$ cat config.mk
export PLATFORM = sky130hd
export DESIGN_NAME = uart_rx
export DESIGN_NICKNAME = d
export VERILOG_FILES = /design/src/rtl/uart_rx.sv
export SDC_FILE = /design/constraint.sdc
export NUM_CORES = 1
export LEC_CHECK = 0
export ABC_AREA = 1
export CAP_MARGIN = 10
export CORE_AREA = 2 2 58 60
export CTS_CLUSTER_SIZE = 28
export DETAILED_ROUTE_END_ITERATION = 12
export DIE_AREA = 0 0 60 62
export HOLD_SLACK_MARGIN = 0.02
export PLACE_DENSITY = 0.9
export SKIP_CTS_REPAIR_TIMING = 1
export SYNTH_ARGS = -nofsm -noshare
export SYNTH_HDL_FRONTEND = slang
export SYNTH_SLANG_ARGS = --single-unit
$ cat constraint.sdc
create_clock -name clk -period 2.5 [get_ports clk]
set_clock_uncertainty 0.15 [all_clocks]
set_input_delay 0.25 -clock clk [delete_from_list [all_inputs] [get_ports clk]]
set_output_delay 0.25 -clock clk [all_outputs]
set_load 0.05 [all_outputs]
$ cat src/rtl/uart_rx.sv
`timescale 1ns/1ps
// Mid-bit sampling UART receiver (8N1, or 8E1 when UART_RX_PARITY_EN is defined) feeding a one-entry holding register.
// Latency: done ~9.5*CLKS_PER_BIT+SYNC_STAGES+1 cycles after start edge; no backpressure, unread byte is overwritten with overrun pulse.
module uart_rx #(
  parameter int CLKS_PER_BIT = 87,
  parameter int SYNC_STAGES  = 2
) (
  input  logic       clk,
  input  logic       rst_clk,
  input  logic       uart_rxd,
  input  logic       uart_rx_read,
  output logic [7:0] uart_rx_data,
  output logic       uart_rx_valid,
  output logic       uart_rx_done,
  output logic       uart_rx_frame_err,
  output logic       uart_rx_overrun,
  output logic       uart_rx_parity_err,
  output logic       uart_rx_busy
);

  localparam int CNT_W = (CLKS_PER_BIT > 1) ? $clog2(CLKS_PER_BIT) : 1;
  localparam logic [CNT_W-1:0] CNT_BIT  = CNT_W'(CLKS_PER_BIT - 1);
  localparam logic [CNT_W-1:0] CNT_HALF = CNT_W'(CLKS_PER_BIT / 2 - 1);
  localparam logic [CNT_W-1:0] CNT_ONE  = CNT_W'(1);

  typedef enum logic [2:0] {
    S_IDLE,
    S_START,
    S_DATA,
`ifdef UART_RX_PARITY_EN
    S_PARITY,
`endif
    S_STOP,
    S_BREAK
  } state_t;

  state_t                 state_q, state_d;
  logic [CNT_W-1:0]       cnt_q, cnt_d;
  logic [2:0]             idx_q, idx_d;
  logic [7:0]             shift_q, shift_d;
  logic [7:0]             data_q, data_d;
  logic                   valid_q, valid_d;
  logic                   done_q, done_d;
  logic                   ferr_q, ferr_d;
  logic                   ovr_q, ovr_d;
  logic [SYNC_STAGES-1:0] sync_q, sync_d;
  logic                   rxd_s;
  logic                   bit_end;
  logic                   par_bad;
`ifdef UART_RX_PARITY_EN
  logic                   par_q, par_d;
  logic                   perr_q, perr_d;
`endif

  assign rxd_s   = sync_q[SYNC_STAGES-1];
  assign bit_end = (cnt_q == CNT_BIT);

  always_comb begin
    sync_d  = {sync_q[SYNC_STAGES-2:0], uart_rxd};
    state_d = state_q;
    cnt_d   = cnt_q;
    idx_d   = idx_q;
    shift_d = shift_q;
    data_d  = data_q;
    valid_d = valid_q;
    done_d  = 1'b0;
    ferr_d  = 1'b0;
    ovr_d   = 1'b0;
    par_bad = 1'b0;
`ifdef UART_RX_PARITY_EN
    par_d   = par_q;
    perr_d  = 1'b0;
`endif

    if (uart_rx_read) begin
      valid_d = 1'b0;
    end

    case (state_q)
      S_IDLE: begin
        if (!rxd_s) begin
          state_d = S_START;
          cnt_d   = '0;
        end
      end
      S_START: begin
        if (cnt_q == CNT_HALF) begin
          cnt_d   = '0;
          idx_d   = 3'd0;
          state_d = rxd_s ? S_IDLE : S_DATA;
        end else begin
          cnt_d = cnt_q + CNT_ONE;
        end
      end
      S_DATA: begin
        if (bit_end) begin
          cnt_d          = '0;
          shift_d[idx_q] = rxd_s;
          idx_d          = idx_q + 3'd1;
          if (idx_q == 3'd7) begin
`ifdef UART_RX_PARITY_EN
            state_d = S_PARITY;
`else
            state_d = S_STOP;
`endif
          end
        end else begin
          cnt_d = cnt_q + CNT_ONE;
        end
      end
`ifdef UART_RX_PARITY_EN
      S_PARITY: begin
        if (bit_end) begin
          cnt_d   = '0;
          par_d   = rxd_s;
          state_d = S_STOP;
        end else begin
          cnt_d = cnt_q + CNT_ONE;
        end
      end
`endif
      S_STOP: begin
        if (bit_end) begin
          cnt_d = '0;
`ifdef UART_RX_PARITY_EN
          par_bad = (par_q != ^shift_q);
          perr_d  = par_bad;
`endif
          // Leaving mid-stop-bit lets a back-to-back start edge be caught.
          if (rxd_s) begin
            state_d = S_IDLE;
            if (!par_bad) begin
              data_d  = shift_q;
              done_d  = 1'b1;
              ovr_d   = valid_q & ~uart_rx_read;
              valid_d = 1'b1;
            end
          end else begin
            ferr_d  = 1'b1;
            state_d = S_BREAK;
          end
        end else begin
          cnt_d = cnt_q + CNT_ONE;
        end
      end
      S_BREAK: begin
        if (rxd_s) begin
          state_d = S_IDLE;
        end
      end
      default: state_d = S_IDLE;
    endcase
  end

  always_ff @(posedge clk or posedge rst_clk) begin
    if (rst_clk) begin
      sync_q  <= '1;
      state_q <= S_IDLE;
      cnt_q   <= '0;
      idx_q   <= 3'd0;
      shift_q <= 8'h00;
      data_q  <= 8'h00;
      valid_q <= 1'b0;
      done_q  <= 1'b0;
      ferr_q  <= 1'b0;
      ovr_q   <= 1'b0;
`ifdef UART_RX_PARITY_EN
      par_q   <= 1'b0;
      perr_q  <= 1'b0;
`endif
    end else begin
      sync_q  <= sync_d;
      state_q <= state_d;
      cnt_q   <= cnt_d;
      idx_q   <= idx_d;
      shift_q <= shift_d;
      data_q  <= data_d;
      valid_q <= valid_d;
      done_q  <= done_d;
      ferr_q  <= ferr_d;
      ovr_q   <= ovr_d;
`ifdef UART_RX_PARITY_EN
      par_q   <= par_d;
      perr_q  <= perr_d;
`endif
    end
  end

  assign uart_rx_data      = data_q;
  assign uart_rx_valid     = valid_q;
  assign uart_rx_done      = done_q;
  assign uart_rx_frame_err = ferr_q;
  assign uart_rx_overrun   = ovr_q;
  assign uart_rx_busy      = (state_q != S_IDLE);
`ifdef UART_RX_PARITY_EN
  assign uart_rx_parity_err = perr_q;
`else
  assign uart_rx_parity_err = 1'b0;
`endif

endmodule

; Word level (Yosys, flattened, before mapping)
; Index checks and enable logic that the tools add are counted.
[word_totals]
output_inout_bits = 14
mem_bits_rw = 0
rom_bits = 0
elab_cells = 72
latchBits = 0
ff_bits = 35
mem_count = 0
inputBits = 4
[classes]
n_div = 0
addsub = 2
shift = 0
muxes = 32
bitwise_logic = 2
n_reduce_logical = 11
mul = 0
n_eq_ne = 13
n_lt_le_gt_ge = 2
[ops]
columns = op, n
row1 = 3-bit two-way mux, 9
row2 = 7-bit two-way mux, 3
row3 = 7-bit one-hot mux with 3 select lines, 1
row4 = 3-bit one-hot mux with 5 select lines, 1
row5 = 1-bit two-way mux, 14
row6 = 2-bit inequality test (second input constant), 6
row7 = 8-bit bitwise mux, 1
row8 = 7-bit by 1-bit adder with 7-bit output (second input constant), 1
row9 = 7-bit by 6-bit == test with 1-bit output (second input constant), 1
row10 = 7-bit == test (second input constant), 1
row11 = 3-bit by 2-bit == test with 1-bit output (second input constant), 2
row12 = 3-bit == test (second input constant), 2
row13 = 3-bit one-hot mux with 2 select lines, 1
row14 = 3-bit AND reduction, 2
row15 = 6-bit AND reduction, 1
row16 = 3-bit nonzero test, 2
row17 = 3-bit by 4-bit less-than comparator with 1-bit output (second input constant), 1
row18 = 2-bit AND reduction, 2
row19 = 3-bit by 1-bit adder with 3-bit output (second input constant), 1
row20 = 1-bit demux with 3-bit select, 1
row21 = 3-bit by 1-bit == test with 1-bit output (second input constant), 1
row22 = 3-bit by 1-bit greater-or-equal comparator with 1-bit output (second input constant), 1
row23 = 3-bit zero test, 1
row24 = 2-bit two-way mux, 1
row25 = 5 further kinds, 5

; Logic depth before layout (Yosys ltp)
; Gate-level depths: netlist (run 1).
[logic_depth]
word_depth = 5
mapped_depth = 10
ltp_nobuf = 10

; Worst setup path after synthesis (run 1)
; No wires, ideal clock.
[synth_path]
path_type = register to register
from = register cnt_q[0]
to = register shift_q[0]
period_less_slack_ps = 1586
n_path_buf = 1
slack_ps = 914
stages_incl_launch_ff = 11
t_arrival_ps = 1318
path_cell_list = dfrtp_1 -> inv_1 -> ha_1 -> nand2_1 -> nor2_4 -> nand2_4 -> nor2_4 -> buf_6 -> nand3_1 -> nand2_1 -> nand2_1
[synth_via]
elab_chain_len = 2
[synth_rtl]
columns = element, line
row1 = start: declaration, 38  ; logic [CNT_W-1:0] cnt_q, cnt_d;
row2 = start signal: assignment, 174  ; cnt_q <= cnt_d;
row3 = 7-bit == test, 56  ; assign bit_end = (cnt_q == CNT_BIT);
row4 = 2-bit AND reduction (no line), -
row5 = end signal: assignment, 176  ; shift_q <= shift_d;
row6 = end: declaration, 40  ; logic [7:0] shift_q, shift_d;
; No other way between the ends.
; A chain may end at the register's enable or synchronous reset.

; Worst setup path after layout (run 1)
[layout_path]
from = register state_q[0]
to = output uart_rx_busy
[layout_via]
elab_chain_len = 1
[layout_rtl]
columns = element, line
row1 = start: declaration, 37  ; state_t state_q, state_d;
row2 = start signal: assignment, 173  ; state_q <= state_d;
row3 = 3-bit nonzero test, 194  ; assign uart_rx_busy = (state_q != S_IDLE);
row4 = end: declaration, 18  ; output logic uart_rx_busy
; No other way between the ends.

==> impl_metrics.ini, run 1 <==
[outcome]
status = completed

[global_routing]
grt_overflow = 0
antenna_found_initial = 0
grt_pass1_vias = 1247
grt_pass1_wl_um = 5299
grt_usage = 0.1955
grt_max_degree = 36

[place]
io_buffer_count = 16
place.gp.congestion = 0.8586
hpwlAfterDp_um = 2305

[timing]
fin_setup_tns_ps = 0
slew_viol_final = 0
fin_crit_ps = 2194
timing.final.crit_share = 0.8777
finalHoldViolCount = 0
fmax_ghz = 0.4557
rsz0062_at_grt = false
setup_viol = 0

[setup_path]
cp_max_fo = 7
reg2reg_from = cnt_q[0]
cp.arrival_ps = 1790
startpoint_type = flip-flop
startpoint = state_q[0]
critPathKind = flip-flop to primary output
worstPathRequired_ps = 2100
end_kind = primary output

[routing]
post_drt_via_cell_ratio = 5.094
wl_per_cell_um = 11.02
antenna_left = 0
vias = 1462
drtIter0Drc = 71
drc = 0
routed_wl_um = 3163
firstDrtPassIters = 5

[clock_tree]
cts_buffer_depth = 2
root_buffer = clkbuf_4
cts-buffers-inserted = 5
worstSkewPairLatency_ps = 350
cts_tree = done
htreeDepth = 2
clkTransAtPathRegs_ps = 120
cts_sinks = 35

[logic_synthesis]
ys_ff_latch = 35
ys_seq_area_frac = 0.4909
syn_nets = 231
yosysWarnings = 0
synth_area_sq_um = 1789
syn_inst = 223
synth_top_cell_area_share = 0.4615
ys_types = 26
synth_area_per_cell_sq_um = 8.023
synth_top_area_cell = dfrtp_1
ys_top_cells_by_area = dfrtp_1 46%, nand2_1 17%, nand3_1 6.2%, nand4_1 4.9%, nor2_1 3.8%

[floorplan]
ios = 18
fp.dieH_um = 62
start_util = 0.5628
die_w_um = 60
die_area_sq_um = 3720
row_count = 21
design.core.area_sq_um = 3179

[pwr]
p_per_area_nw_per_um2 = 732.3
power.total_uw = 1497
p_sw_uw = 546.4
seqPwrFrac = 0.448
swShare = 0.3650
clock_power_share = 0.275
internal_power_uw = 950.7
leakage_uw = 0.001091
peakVddDrop_v = 0.0004944
combPwrFrac = 0.277

[final_layout]
multi_input_area_sq_um = 775.7
area.sequential_sq_um = 878.3
final_cell_mix = 80 x nand2_1, 33 x dfrtp_1, 22 x nand3_1
final_nets = 248
area_delta_synth_final_pct = 14.27
final_common_cell = nand2_1
layout-drive-gt1-share = 0.1162
antenna_cells = 0
fill_cells = 264

[run]
maxCapViolCount = 0

[worst_hold_path]
worstHoldPathType = primary input to asynchronous set/reset pin
flip-flops by register name (all words and copies together), names as in the netlist:
register / cells
cnt_q: 7
idx_q: 3
shift_q: 8
state_q: 3
sync_q: 2
uart_rx_data: 8
uart_rx_done: 1
uart_rx_frame_err: 1
uart_rx_overrun: 1
uart_rx_valid: 1
cell usage after synthesis, drive strengths merged:
master	count
conb	1
nand3	25
xor2	3
nand4	14
dfstp	2
a21oi	2
o21ai	3
clkinv	2
nor2	23
clkbuf	1
inv	20
nand2	83
buf	6
dfrtp	33
nor3	1
ha	4
power groups by stage:
| stage | sequential (uW) | combinational (uW) | clock, uW |
|---|---|---|---|
| global route | 680 | 469 | 449 |
| finish | 671 | 415 | 412 |
| CTS | 670 | 416 | 421 |
| detailed placement | 681 | 414 | 0 |
| floorplan | 660 | 345 | 0 |
| global placement | 680 | 408 | 0 |
worst paths after layout:
kind | endpoint | slack, ps | cells after the start
min in group clk | sync_q[0] | 150 | 1
setup reg to reg | shift_q[6] | 630 | 9
hold reg to reg | sync_q[1] | 210 | 0
max in group asynchronous | sync_q[1] | 1720 | 3
setup / recovery | uart_rx_busy | 310 | 3
hold / removal | shift_q[3] | 140 | 3
worst max-delay path: stages (launching register included):
cell	delay, ps
dfrtp_1	460
nor2_1	220
nand2_1	70
clkdlybuf4s50_1	700
stage by stage:
step | cells | utilization | hold slack (ps) | setup slack [ps] | cell area [sq um]
floorplan | 223 | - | 104.5 | 913.9 | 1789
global placement | 279 | 0.6175 | 197.2 | 674.8 | 1963
detailed placement | 279 | 0.6175 | 198.8 | 630.8 | 1963
CTS | 287 | 0.6431 | 132.5 | 273.0 | 2044
global route | 287 | 0.6431 | 132.8 | 166.4 | 2044
finish | 287 | 0.6431 | 137.3 | 305.8 | 2044
area by class of cell:
class | count | area share
well taps | 46 | 0.02815
clock inverters | 3 | 0.02142
repair buffers | 17 | 0.08201
inverters | 22 | 0.04100
multi-input cells | 159 | 0.3794
clock buffers | 5 | 0.01836
flip-flops and latches | 35 | 0.4296
metal layers:
| metal | wire length, um | GRT usage | vias up |
|---|---|---|---|
| li1 | - | - | 747 |
| met1 | 1454 | 0.2617 | 676 |
| met2 | 1516 | 0.2950 | 34 |
| met3 | 120 | 0.05590 | 5 |
| met4 | 72 | 0.09206 | 0 |
| met5 | 0 | 0 | - |
logic make-up (layout without fill, tap and decap cells):
family,Yosys count,in the layout,synth area share
other,1,1,0.002096
flip-flops,35,35,0.4909
AO/OA/AOI/OAI,5,5,0.01398
XOR/XNOR,3,3,0.01469
AND/OR/NAND/NOR,146,146,0.3748
buffers and inverters,29,47,0.07551
adder cells (fa/ha/maj),4,4,0.02797
Note: power is estimated with default switching activity, not from simulation.
==> run 2: changes to the inputs <==
- CORE_AREA: 2 2 58 60 -> 8 8 64 66
- DIE_AREA: 0 0 60 62 -> 0 0 72 74
==> run 2 against run 1 <==
Net effect:
- global-route usage shrank 6.3 points
- first-iteration DRC count grew 54%
- die area grew 43%
- total power grew 0.75%
- sequential share of layout area shrank 0.11 points
- wire length grew 1.2%
- maximum frequency grew 0.55%
- design area grew 0.25%
- register-to-register slack is essentially flat
- highest routed layer unchanged
==> impl_metrics.ini, run 2 (synthesized netlist as in run 1, its figures left out) <==
[routing]
drtIter0Drc = 109
vias = 1436
firstDrtPassIters = 4
wl_per_cell_um = 11.16
routed_wl_um = 3202
post_drt_via_cell_ratio = 5.003
antenna_left = 0
drc = 0

[pwr]
combPwrFrac = 0.279
p_sw_uw = 531.1
internal_power_uw = 977.3
seqPwrFrac = 0.445
p_per_area_nw_per_um2 = 736.0
clock_power_share = 0.276
swShare = 0.3521
leakage_uw = 0.001094
peakVddDrop_v = 0.0004796

[clock_tree]
cts_tree = done
cts-buffers-inserted = 5
root_buffer = clkbuf_4
clkTransAtPathRegs_ps = 110
cts_sinks = 35
worstSkewPairLatency_ps = 320
htreeDepth = 2
cts_buffer_depth = 2

[setup_path]
worstPathRequired_ps = 2100
cp.arrival_ps = 1780
end_kind = primary output
cp_max_fo = 7
startpoint_type = flip-flop
critPathKind = flip-flop to primary output

[final_layout]
layoutNonFillerInstCount = 287
fin_util = 0.6446
final_cell_mix = 80 x nand2_1, 33 x dfrtp_1, 22 x nand3_1
antenna_cells = 0
area_delta_synth_final_pct = 14.55
final_nets = 248
final_common_cell = nand2_1
layout-drive-gt1-share = 0.1162

[timing]
fmax_ghz = 0.4583
timing.final.crit_share = 0.8728
fin_crit_ps = 2182
setup_viol = 0
slew_viol_final = 0
fin_ws_ps = 317.9
hold_slack_ps = 157.7
rsz0062_at_grt = false
finalHoldViolCount = 0
relSlewSlack = 0.6510
tightest_slew_ps = 521.8
fin_setup_tns_ps = 0

[global_routing]
grt_pass1_vias = 1354
grt_usage = 0.1321
antenna_found_initial = 0
grt_max_degree = 36
grt_pass1_wl_um = 5595
grt_overflow = 0

[floorplan]
die_w_um = 72
fp.dieH_um = 74
die_area_sq_um = 5328
ios = 18
start_util = 0.5628
design.core.area_sq_um = 3179
row_count = 21

[worst_hold_path]
worstHoldPathType = primary input to asynchronous set/reset pin

[place]
place.gp.congestion = 0.8460
io_buffer_count = 16
hpwlAfterDp_um = 2356
place_inst = 279
place_ws_ps = 640.4

[run]
maxCapViolCount = 0

[outcome]
status = completed
## run 2: area by class of cell
class / instances / area (sq um)
Multi-Input combinational cell: 159 / 775.7
Timing Repair Buffer: 17 / 167.7
Sequential cell: 35 / 878.3
Clock buffer: 6 / 51.30
Inverter: 22 / 83.83
Tap cell: 46 / 57.56
Fill cell: 258 / 1130
Clock inverter: 2 / 35.03
## run 2: stage by stage
step,instance area [sq um],total power (uW)
floorplan,1789,1005
global placement,1963,1089
detailed placement,1963,1099
CTS,2049,1511
global route,2049,1608
finish,2049,1508
## run 2: metal layers
layer  vias to the layer above  wire length [um]  GRT usage
met1                       666              1531     0.1527
met5                         -                 0          0
li1                        742                 -          -
met3                         2               108    0.02830
met2                        26              1526     0.2267
met4                         0                36    0.06803
## run 2: final timing paths
kind | start | end | slack (ps) | depth (start not counted)
min in group clk | uart_rxd | sync_q[0] | 170 | 1
max reg2reg | cnt_q[0] | shift_q[5] | 630 | 9
min | rst_clk | shift_q[4] | 160 | 3
min reg2reg | sync_q[0] | sync_q[1] | 220 | 0
max in group asynchronous | rst_clk | sync_q[1] | 1710 | 3
max | state_q[0] | uart_rx_busy | 320 | 3
## run 2: power groups by stage
stage	logic [uW]	clock network, uW	registers (uW)
floorplan	345	0	660
global placement	410	0	680
detailed placement	418	0	681
CTS	420	421	670
global route	476	451	681
finish	420	417	672
## run 2: worst max-delay path, stage by stage, from the launching register on
cell             delay [ps]
dfrtp_1                 460
nor2_1                  220
nand2_1                  70
clkdlybuf4s50_1         710
==> run 3: changes to the inputs <==
- CAP_MARGIN: 10 -> 0
- CORE_AREA: 8 8 64 66 -> 2 2 58 60
- DIE_AREA: 0 0 72 74 -> 0 0 60 62
==> results of run 3 <==
No change in the layout: final DEF, timing and power equal those of run 1.
